`src/rtl/ibus_master.sv`:
```
// ibus initiator: sequences WRITE / READ / RUN commands onto a single-cycle ibus.
// Optional poll timeout for RUN is enabled by defining IBUS_MASTER_TIMEOUT_EN.
module ibus_master (
    input  logic        clk,
    input  logic        rst_n,
    input  logic        cmd_valid,
    output logic        cmd_ready,
    input  logic [1:0]  cmd_op,
    input  logic [15:0] cmd_adr,
    input  logic [9:0]  cmd_len,
    input  logic        wd_valid,
    output logic        wd_ready,
    input  logic [15:0] wd_data,
    output logic        rd_valid,
    input  logic        rd_ready,
    output logic [15:0] rd_data,
    output logic        wen,
    output logic [15:0] ibus_wadr,
    output logic [15:0] ibus_wdata,
    output logic        ren,
    output logic [15:0] ibus_radr,
    input  logic [15:0] ibus_rdata,
    output logic        busy,
    output logic        done,
    output logic        err
);

    localparam logic [3:0] S_IDLE       = 4'd0;
    localparam logic [3:0] S_WR         = 4'd1;
    localparam logic [3:0] S_RD         = 4'd2;
    localparam logic [3:0] S_RD_DRAIN   = 4'd3;
    localparam logic [3:0] S_RUN_MAX    = 4'd4;
    localparam logic [3:0] S_RUN_START  = 4'd5;
    localparam logic [3:0] S_POLL_ISSUE = 4'd6;
    localparam logic [3:0] S_POLL_WAIT  = 4'd7;
    localparam logic [3:0] S_DONE       = 4'd8;

    localparam logic [15:0] RUN_CTRL_ADR = 16'hFFF0;
    localparam logic [15:0] RUN_MAX_ADR  = 16'hFFF1;

    logic [3:0]  state_q, state_d;
    logic [15:0] adr_q, adr_d;
    logic [10:0] cnt_q, cnt_d;
    logic [7:0]  runLen_q, runLen_d;
    logic        err_q, err_d;

    logic        pipe1_q, pipe2_q;
    logic [15:0] fifoMem_q [4];
    logic [1:0]  wrPtr_q, rdPtr_q;
    logic [2:0]  fifoCnt_q;

    logic [1:0]  outstanding;
    logic        issueOk;
    logic        rdIssue;
    logic        fifoPush;
    logic        fifoPop;

`ifdef IBUS_MASTER_TIMEOUT_EN
    logic [15:0] pollCnt_q;
`endif

    // A read may only be issued if its data is guaranteed a FIFO slot on arrival.
    assign outstanding = {1'b0, pipe1_q} + {1'b0, pipe2_q};
    assign issueOk     = ({1'b0, fifoCnt_q} + {2'b00, outstanding}) < 4'd4;
    assign rdIssue     = (state_q == S_RD) && issueOk;
    assign fifoPush    = pipe2_q;
    assign fifoPop     = rd_valid && rd_ready;

    always_comb begin
        state_d  = state_q;
        adr_d    = adr_q;
        cnt_d    = cnt_q;
        runLen_d = runLen_q;
        err_d    = err_q;
        case (state_q)
            S_IDLE: begin
                if (cmd_valid) begin
                    adr_d    = cmd_adr;
                    cnt_d    = (cmd_len == 10'd0) ? 11'd1024 : {1'b0, cmd_len};
                    runLen_d = cmd_len[7:0];
                    err_d    = 1'b0;
                    case (cmd_op)
                        2'd0:    state_d = S_WR;
                        2'd1:    state_d = S_RD;
                        2'd2:    state_d = S_RUN_MAX;
                        default: begin
                            state_d = S_DONE;
                            err_d   = 1'b1;
                        end
                    endcase
                end
            end
            S_WR: begin
                if (wd_valid) begin
                    adr_d = adr_q + 16'd1;
                    cnt_d = cnt_q - 11'd1;
                    if (cnt_q == 11'd1) begin
                        state_d = S_DONE;
                    end
                end
            end
            S_RD: begin
                if (rdIssue) begin
                    adr_d = adr_q + 16'd1;
                    cnt_d = cnt_q - 11'd1;
                    if (cnt_q == 11'd1) begin
                        state_d = S_RD_DRAIN;
                    end
                end
            end
            S_RD_DRAIN: begin
                if (!pipe1_q && !pipe2_q && (fifoCnt_q == 3'd0)) begin
                    state_d = S_DONE;
                end
            end
            S_RUN_MAX:    state_d = S_RUN_START;
            S_RUN_START:  state_d = S_POLL_ISSUE;
            S_POLL_ISSUE: state_d = S_POLL_WAIT;
            S_POLL_WAIT: begin
                if (ibus_rdata[0]) begin
`ifdef IBUS_MASTER_TIMEOUT_EN
                    if (pollCnt_q == 16'hFFFF) begin
                        state_d = S_DONE;
                        err_d   = 1'b1;
                    end else begin
                        state_d = S_POLL_ISSUE;
                    end
`else
                    state_d = S_POLL_ISSUE;
`endif
                end else begin
                    state_d = S_DONE;
                    err_d   = 1'b0;
                end
            end
            S_DONE:  state_d = S_IDLE;
            default: state_d = S_IDLE;
        endcase
    end

    always_ff @(posedge clk or negedge rst_n) begin
        if (!rst_n) begin
            state_q  <= S_IDLE;
            adr_q    <= 16'd0;
            cnt_q    <= 11'd0;
            runLen_q <= 8'd0;
            err_q    <= 1'b0;
        end else begin
            state_q  <= state_d;
            adr_q    <= adr_d;
            cnt_q    <= cnt_d;
            runLen_q <= runLen_d;
            err_q    <= err_d;
        end
    end

    // Two-stage valid pipe models the fixed read latency; reset discards in-flight data.
    always_ff @(posedge clk or negedge rst_n) begin
        if (!rst_n) begin
            pipe1_q <= 1'b0;
            pipe2_q <= 1'b0;
        end else begin
            pipe1_q <= rdIssue;
            pipe2_q <= pipe1_q;
        end
    end

    always_ff @(posedge clk or negedge rst_n) begin
        if (!rst_n) begin
            for (int i = 0; i < 4; i++) begin
                fifoMem_q[i] <= 16'd0;
            end
            wrPtr_q   <= 2'd0;
            rdPtr_q   <= 2'd0;
            fifoCnt_q <= 3'd0;
        end else begin
            if (fifoPush) begin
                fifoMem_q[wrPtr_q] <= ibus_rdata;
                wrPtr_q            <= wrPtr_q + 2'd1;
            end
            if (fifoPop) begin
                rdPtr_q <= rdPtr_q + 2'd1;
            end
            case ({fifoPush, fifoPop})
                2'b10:   fifoCnt_q <= fifoCnt_q + 3'd1;
                2'b01:   fifoCnt_q <= fifoCnt_q - 3'd1;
                default: fifoCnt_q <= fifoCnt_q;
            endcase
        end
    end

`ifdef IBUS_MASTER_TIMEOUT_EN
    always_ff @(posedge clk or negedge rst_n) begin
        if (!rst_n) begin
            pollCnt_q <= 16'd0;
        end else if (state_q == S_RUN_MAX) begin
            pollCnt_q <= 16'd0;
        end else if (state_q == S_POLL_ISSUE) begin
            pollCnt_q <= pollCnt_q + 16'd1;
        end
    end
`endif

    // Bus address/data are forced to zero whenever the matching enable is low.
    always_comb begin
        wen        = 1'b0;
        ibus_wadr  = 16'd0;
        ibus_wdata = 16'd0;
        ren        = 1'b0;
        ibus_radr  = 16'd0;
        wd_ready   = 1'b0;
        case (state_q)
            S_WR: begin
                wd_ready = 1'b1;
                if (wd_valid) begin
                    wen        = 1'b1;
                    ibus_wadr  = adr_q;
                    ibus_wdata = wd_data;
                end
            end
            S_RD: begin
                if (rdIssue) begin
                    ren       = 1'b1;
                    ibus_radr = adr_q;
                end
            end
            S_RUN_MAX: begin
                wen        = 1'b1;
                ibus_wadr  = RUN_MAX_ADR;
                ibus_wdata = {8'd0, runLen_q};
            end
            S_RUN_START: begin
                wen        = 1'b1;
                ibus_wadr  = RUN_CTRL_ADR;
                ibus_wdata = 16'h0001;
            end
            S_POLL_ISSUE: begin
                ren       = 1'b1;
                ibus_radr = RUN_CTRL_ADR;
            end
            default: begin
                wen = 1'b0;
            end
        endcase
    end

    // cmd_ready is gated by rst_n so every output reads zero while reset is held.
    assign cmd_ready = rst_n && (state_q == S_IDLE);
    assign busy      = (state_q != S_IDLE);
    assign done      = (state_q == S_DONE);
    assign err       = (state_q == S_DONE) && err_q;
    assign rd_valid  = (fifoCnt_q != 3'd0);
    assign rd_data   = rd_valid ? fifoMem_q[rdPtr_q] : 16'd0;

endmodule

```
`config.mk`:
```
export PLATFORM = sky130hd
export DESIGN_NAME = ibus_master
export DESIGN_NICKNAME = d
export VERILOG_FILES = /design/src/rtl/ibus_master.sv
export SDC_FILE = /design/constraint.sdc
export NUM_CORES = 1
export LEC_CHECK = 0
export ABC_AREA = 1
export CAP_MARGIN = 20
export CORE_ASPECT_RATIO = 1.4
export CORE_UTILIZATION = 58
export CTS_CLUSTER_DIAMETER = 80
export DETAILED_ROUTE_END_ITERATION = 8
export DONT_BUFFER_PORTS = 1
export GPL_ROUTABILITY_DRIVEN = 0
export PLACE_DENSITY_LB_ADDON = 0.2
export SETUP_SLACK_MARGIN = 0.05
export SLEW_MARGIN = 20
export SYNTH_ARGS = -nofsm -noshare
export SYNTH_HDL_FRONTEND = slang
export SYNTH_SLANG_ARGS = --single-unit
```
`constraint.sdc`:
```
create_clock -name clk -period 1.95 [get_ports clk]
set_clock_uncertainty 0.2 [all_clocks]
set_input_delay 0.39 -clock clk [delete_from_list [all_inputs] [get_ports clk]]
set_output_delay 0.39 -clock clk [all_outputs]
set_load 0.01 [all_outputs]
```
Word-level counts from Yosys, hierarchy flattened --
Cells that the tools add are included.
Storage, ports and cells: register bits 113, output and inout bits 72, logic and storage cells 113, input bits 65
Operators by class: mux-type cells 41, magnitude comparators 4, add/subtract/negate cells 8, equal/unequal tests 20, reductions and logical operators 24, bitwise operators 2
Operators by type and width (number):
- 2-to-1 mux 16 bit | 10
- case mux 16 bit (3 select lines) | 3
- bitwise mux 64 bit | 1
- 2-to-1 mux 11 bit | 4
- case mux 11 bit (3 select lines) | 1
- binary-select mux 16 bit (select 2 bit) | 1
- demux 16 bit (select 2 bit) | 1
- case mux 16 bit (2 select lines) | 1
- case mux 4 bit (8 select lines) | 1
- 2-to-1 mux 4 bit | 7
- adder 16 x 1 -> 16 bit (second input constant) | 1
- equality test 4 x 3 -> 1 bit (second input constant) | 4
- != test 2 bit (second input constant) | 6
- case mux 4 bit (3 select lines) | 1
- equality test 11 x 1 -> 1 bit (second input constant) | 1
- subtractor 11 x 1 -> 11 bit (second input constant) | 1
- zero test 10 bit | 1
- equality test 4 x 2 -> 1 bit (second input constant) | 2
- logical AND 1 bit | 7
- >= comparator 3 bit (second input constant) | 2
- 2-to-1 mux 1 bit | 6
- inverter 2 -> 3 bit | 2
- case mux 1 bit (2 select lines) | 3
- case mux 3 bit (2 select lines) | 1
- other kinds (25) | 31

Depth between registers and ports, before layout --
Gate-level depths: netlist of run 1.
depth in word-level cells 6, depth in mapped cells 10, gate-level depth less buffers 10

Least setup slack after synthesis of run 1 --
Ideal clock, no wire load.
kind flip-flop to output port, from register fifoCnt_q[0], to output ibus_radr[11], data required time 1.360 ns, path buffers 1, data arrival time 1.502 ns, stages on the path, launching flop included 8, setup slack -0.142 ns, cell sequence dfrtp_1 -> ha_1 -> nand2_1 -> nand2_1 -> nand2_1 -> nand2_1 -> buf_2 -> o21ai_0
On the way: word-level cells in the longest chain between the ends 5
Ends and longest elaborated chain:
- from (decl) | line 50 | logic [2:0] fifoCnt_q;
- from (signal assigned) | line 185 | 2'b10: fifoCnt_q <= fifoCnt_q + 3'd1;
- from (signal assigned) | line 186 | 2'b01: fifoCnt_q <= fifoCnt_q - 3'd1;
- from (signal assigned) | line 187 | default: fifoCnt_q <= fifoCnt_q;
- adder 3 x 2 -> 4 bit | line 64 | assign issueOk = ({1'b0, fifoCnt_q} + {2'b00, outstanding}) < 4'd4;
- less-than comparator 4 x 3 -> 1 bit | line 64
- logical AND 1 bit | line 65 | assign rdIssue = (state_q == S_RD) && issueOk;
- 2-to-1 mux 16 bit | line 222 | if (rdIssue) begin
- case mux 16 bit (2 select lines) | line 212 | case (state_q)
- to (decl) | line 21 | output logic [15:0] ibus_radr,
Every way passes these cells.

Worst setup path after layout of run 1 --
from register state_q[0], to output ibus_radr[9]
On the way: word-level cells in the longest chain between the ends 4, elaborated cells on any way between the ends 5
Ends and longest elaborated chain:
- from (decl) | line 41 | logic [3:0] state_q, state_d;
- from (signal assigned) | line 149 | state_q <= state_d;
- equality test 4 x 2 -> 1 bit | line 65, 212
- logical AND 1 bit | line 65
- 2-to-1 mux 16 bit | line 222
- case mux 16 bit (2 select lines) * | line 212
Mark *: on every way between the ends. The rest lies on a longest branch, timed or not.

==> impl_metrics.json, run 1 <==
{
  "overflow": 0,
  "worst_slack_ns": -0.404,
  "diodes": 0,
  "drive_above_1_share": 0.347,
  "synth_seq_cells": 113,
  "worstPathArrival_ns": 1.76,
  "yosys.area.top_type_share": 0.435,
  "vias": 7507,
  "design.die.area_mm2": 0.0117,
  "top_layer": "met4",
  "numCtsBuffers": 17,
  "grt_pass1_vias": 6953,
  "cp.required_ns": 1.36,
  "dr_wl_met3_um": 2370,
  "period_needed_ns": 2.35,
  "crit_type": "reg -> out",
  "yosys-top-cells-area": "dfrtp_1 (43%), nand2_1 (14%), o21ai_0 (11%), nor2_1 (7.2%), nand3_1 (4.1%)",
  "grt_pass1_wl_um": 33700,
  "wl_met1_um": 8180,
  "coreArea_mm2": 0.0109,
  "ant_nets": 0,
  "drt_iter0_drc": 662,
  "powerDensity_mw_per_mm2": 2100,
  "postSynthAreaPerCell_um2": 7.30,
  "tightest_slew_ns": 0.445,
  "root_buffer": "clkbuf_16",
  "start_kind": "flip-flop",
  "stdcell_count": 1185,
  "holdWs_ns": -0.542,
  "cts_tree": "built",
  "rrSetupSlack_ns": -0.23,
  "comb_power_share": 0.611,
  "place_area_mm2": 0.00712,
  "clk_pin_slew_ns": 0.06,
  "drt_first_pass_iters": 8,
  "max-cap-violations": 0,
  "switching_share": 0.459,
  "track_usage": 0.372,
  "syn_inst": 892,
  "power_frac_clock": 0.161,
  "vias_per_cell": 6.34,
  "timing.fmax_mhz": 425,
  "hp-class": "in -> async",
  "crit_path_max_fanout": 14,
  "syn_to_final_growth_pct": 48.0,
  "grt_max_degree": 115,
  "p_int_w": 0.0110,
  "synth_nets": 967,
  "synth_largest_area_cell": "dfrtp_1",
  "p_switching_w": 0.00931,
  "wl_met2_um": 13200,
  "yosysUniqueCellTypes": 37,
  "hold_viol_final": 118,
  "ir_worst_vdd_uv": 1310,
  "netlist_area_mm2": 0.00651,
  "routedWlPerCell_um": 22.0,
  "slew_headroom": 0.703,
  "failed_checks": "negative hold slack, negative setup slack",
  "p_seq_frac": 0.228,
  "start_util": 0.599,
  "fp.dieW_um": 91.5,
  "antenna_found_initial": 0,
  "hpwl_um": 11700,
  "endpoint_kind": "primary output",
  "hold_buffers": 16,
  "rows": 45,
  "portBuffers": 0,
  "drt-total-wl_um": 26100,
  "slew_viol_final": 0,
  "die_h_um": 127,
  "synth_warnings": 0,
  "outcome": "finished, violations left",
  "leakage_nw": 4.61,
  "ios": 137,
  "clk_latency_ns": 0.42,
  "grt_setup_unrepaired": "yes",
  "fin_crit_sh": 1.21,
  "htree_num_levels": 4,
  "cts_buffer_depth": 2,
  "drc": 0,
  "final_cell_area_mm2": 0.00963,
  "seq_area_frac_synth": 0.435,
  "dpl.cell_count": 1069,
  "clock-sinks": 113,
  "setup_viol": 104,
  "nets": 1106
}
## layout make-up
type / count / area [um2]
multi-input cells: 660 / 3980
flip-flops and latches: 113 / 2830
repair buffers: 158 / 1700
fillers: 477 / 1230
clock buffers: 23 / 478
inverters: 81 / 337
well taps: 141 / 176
clock inverters: 9 / 130
## cell usage after synthesis, drive strengths merged
cell type / number
fa: 1
a21oi: 21
nand3b: 1
a32o: 7
nand4: 7
o21bai: 3
xor2: 6
dfrtp: 113
nand3: 56
inv: 80
ha: 9
buf: 20
or2: 8
o211ai: 1
xnor2: 1
clkbuf: 21
nor2: 135
o21ai: 150
clkinv: 1
and2: 2
a22oi: 1
nand2: 245
nor3: 3
## placed cells by master, fill, tap and decap left out, drive strengths merged, types with 3 or more instances in the layout
cell and count:
xor2 6, or2 8, a21oi 21, nor2 135, dfrtp 113, nand3 56, nand2 248, nor3 3
o21ai 150, ha 9, bufinv 3, nand4 7, inv 78, dlygate4sd3 16, o21bai 3, clkbuf 30
clkinv 8, a32o 7, buf 135
## power by group through the flow
stage | combinational [W] | clock, W | sequential (W)
2_1_floorplan | 0.00537 | 0 | 0.00413
3_3_place_gp | 0.00729 | 0 | 0.00425
3_5_place_dp | 0.00757 | 0 | 0.00430
4_1_cts | 0.00968 | 0.00320 | 0.00436
5_1_grt | 0.0130 | 0.00336 | 0.00472
6_report | 0.0124 | 0.00326 | 0.00463
## per-layer routing
layer,global-route usage,up-vias
met5,0,-
met1,0.387,3492
met2,0.683,612
met3,0.0810,235
met4,0.215,0
li1,-,3168
## logic make-up after synthesis
logic type / count (synthesis) / synth area share
AND/OR/NAND/NOR: 457 / 0.303
AO/OA/AOI/OAI: 183 / 0.150
buffers and inverters: 122 / 0.0821
flip-flops: 113 / 0.435
adder cells (fa/ha/maj): 10 / 0.0204
XOR/XNOR: 7 / 0.00942
## worst paths after layout
check,from,end,depth (start not counted)
max,state_q[0]$_DFFE_PN0P_,ibus_radr[9],8
min,rst_n,state_q[3]$_DFFE_PN0P_,0
max reg2reg,fifoCnt_q[0]$_DFFE_PN0P_,fifoCnt_q[2]$_DFFE_PN0P_,10
min reg2reg,runLen_q[1]$_DFFE_PN0P_,runLen_q[1]$_DFFE_PN0P_,2
max in group asynchronous,rst_n,fifoMem_q[7]$_DFFE_PN0P_,0
min in group clk,ibus_rdata[4],fifoMem_q[4]$_DFFE_PN0P_,2
## worst max-delay path, cell delays in order (launching register included)
cell	delay [ns]
dfrtp_1	0.42
inv_2	0.10
nand2_1	0.11
buf_4	0.16
inv_2	0.06
nand2_1	0.09
buf_12	0.18
o21ai_2	0.07
buf_4	0.14
## timing repair
item                                   CTS  global route
setup endpoints to repair               75           112
endpoints found under the hold margin  134           113
setup buffers                           31            29
pin swaps                               43            71
gates resized for setup                219           118
cloned                                   9             7
## sequential cells by signal, summed over array words and instances, names as in the netlist
register and cells:
err_q 1, adr_q 16, fifoPush 1, fifoCnt_q 3
fifoMem_q 64, rdPtr_q 2, wrPtr_q 2, runLen_q 8
cnt_q 11, pipe1_q 1, state_q 4
## stage by stage
stage | utilization | total power (W) | setup slack (ns) | hold slack [ns] | TNS, ns
CTS | 0.820 | 0.0172 | -0.409 | -0.535 | -18.77
finish | 0.887 | 0.0203 | -0.404 | -0.542 | -26.95
detailed placement | 0.655 | 0.0119 | -0.140 | -0.103 | -1.14
global route | 0.887 | 0.0211 | -0.449 | -0.553 | -30.04
floorplan | - | 0.00949 | -0.00299 | -0.106 | -0.00299
global placement | 0.655 | 0.0115 | -0.0682 | -0.103 | -0.720
(Power assumes the default switching activity.)
==> inputs of run 2 (changes only) <==
Settings changed: CORE_MARGIN set to 2.
==> impl_metrics.json, run 2 (synthesized netlist as in run 1, its figures left out) <==
{
  "outcome": "finished, violations left",
  "failed_checks": "design-rule violations, negative hold slack, negative setup slack",
  "coreArea_mm2": 0.0109,
  "crit_path_max_fanout": 8,
  "hold_buffers": 32,
  "leakage_nw": 4.84,
  "finalSetupTns_ns": -38.89,
  "setup_viol": 107,
  "clock-sinks": 113,
  "drt_first_pass_iters": 9,
  "grt_pass1_wl_um": 34700,
  "fin_crit_sh": 1.26,
  "design.die.area_mm2": 0.0121,
  "endpoint_kind": "primary output",
  "fp.dieW_um": 93.5,
  "final_cell_area_mm2": 0.0104,
  "syn_to_final_growth_pct": 59.2,
  "cp.required_ns": 1.36,
  "place_area_mm2": 0.00709,
  "hold_viol_final": 114,
  "top_regs": "fifoMem_q: 64 flops, adr_q: 16 flops, cnt_q: 11 flops",
  "start_util": 0.599,
  "final_cell_mix": "nand2_1 (210), dfrtp_1 (112), o21ai_0 (70)",
  "ir_worst_vdd_uv": 1520,
  "largest_reg_flops": 64,
  "timing.fmax_mhz": 407,
  "rows": 45,
  "routedWlPerCell_um": 28.1,
  "ant_nets": 0,
  "diodes": 0,
  "numCtsBuffers": 17,
  "ios": 137,
  "portBuffers": 0,
  "track_usage": 0.372,
  "clk_latency_ns": 0.43,
  "drive_above_1_share": 0.388,
  "drc": 1,
  "crit_start": "state_q[0]$_DFFE_PN0P_",
  "drt-total-wl_um": 33800,
  "nets": 1122,
  "start_kind": "flip-flop",
  "max-cap-violations": 0,
  "slew_viol_final": 0,
  "worstPathArrival_ns": 1.87,
  "final_util": 0.953,
  "clk_pin_slew_ns": 0.06,
  "vias": 8620,
  "htree_num_levels": 4,
  "drt_iter0_drc": 1263,
  "r2r-start": "state_q[1]$_DFFE_PN0P_",
  "final_common_cell": "nand2_1",
  "cts_buffer_depth": 2,
  "holdWs_ns": -0.555,
  "vias_per_cell": 7.18,
  "slew_headroom": 0.526,
  "crit_type": "reg -> out",
  "grt_setup_unrepaired": "yes",
  "overflow": 0,
  "hpwl_um": 11700,
  "worst_slack_ns": -0.510,
  "cts_tree": "built",
  "grt_max_degree": 115,
  "period_needed_ns": 2.46,
  "largest-register": "fifoMem_q",
  "antenna_found_initial": 0,
  "hp-class": "in -> async",
  "grt_pass1_vias": 7176,
  "powerDensity_mw_per_mm2": 2270,
  "root_buffer": "clkbuf_16",
  "die_h_um": 129,
  "tightest_slew_ns": 0.704
}
## run 2: cell types whose count changed in the layout (fill, tap and decap cells not counted), sizes merged
cell	change
clkbuf	+1
dlygate4sd3	+16
bufinv	+1
buf	-4
clkinvlp	+1
nor2	+1
## run 2: critical path, cell delays in order, from the launching register on
cell and delay (ns):
dfrtp_1 0.41, inv_2 0.10, nand2_1 0.13, nor2_4 0.33
nand2_8 0.14, o21ai_1 0.17, buf_4 0.15
## run 2: metrics by stage
stage / cells / setup slack [ns] / total power (W) / hold slack, ns
global route: 1201 / -0.595 / 0.0241 / -0.556
finish: 1201 / -0.510 / 0.0235 / -0.555
detailed placement: 1062 / -0.131 / 0.0118 / -0.103
floorplan: 892 / -0.00299 / 0.00949 / -0.106
global placement: 1062 / -0.0621 / 0.0115 / -0.103
CTS: 1159 / -0.404 / 0.0175 / -0.545
## run 2: area by class of cell
cell class | instances | area (um2)
tap | 141 | 176
clock inverter | 10 | 159
inverter | 81 | 363
fill | 264 | 508
timing repair buffer | 172 | 2010
sequential | 113 | 2830
timing repair inverter | 1 | 11.3
clock buffer | 22 | 454
multi-input combinational | 661 | 4360
## run 2: path summary, 6_finish.rpt
path | slack (ns) | end | cells past startpoint
max in group asynchronous | 1.89 | fifoMem_q[25]$_DFFE_PN0P_ | 0
hold reg to reg | 0.28 | fifoPush$_DFF_PN0_ | 1
hold / removal | -0.55 | fifoMem_q[36]$_DFFE_PN0P_ | 0
setup reg to reg | -0.47 | cnt_q[5]$_DFFE_PN0P_ | 14
min in group clk | -0.02 | cnt_q[7]$_DFFE_PN0P_ | 4
setup / recovery | -0.51 | ibus_radr[9] | 6
## run 2: layer usage
metal,share of wire,vias to the layer above,global-route usage
li1,-,3205,-
met1,0.28,3894,0.385
met2,0.46,1041,0.665
met3,0.13,480,0.0831
met4,0.13,0,0.253
met5,0,-,0
## run 2: where the power goes
part	switching, W	internal [W]
clock network	0.00126	0.00217
logic	0.00896	0.00630
registers	0.00132	0.00353
## run 2: timing repair
action	in CTS	in global routing
cloned	10	13
pin swaps	36	80
gates resized for setup	225	213
hold endpoints to repair	173	113
setup buffers	23	38
endpoints found under the setup margin	73	106
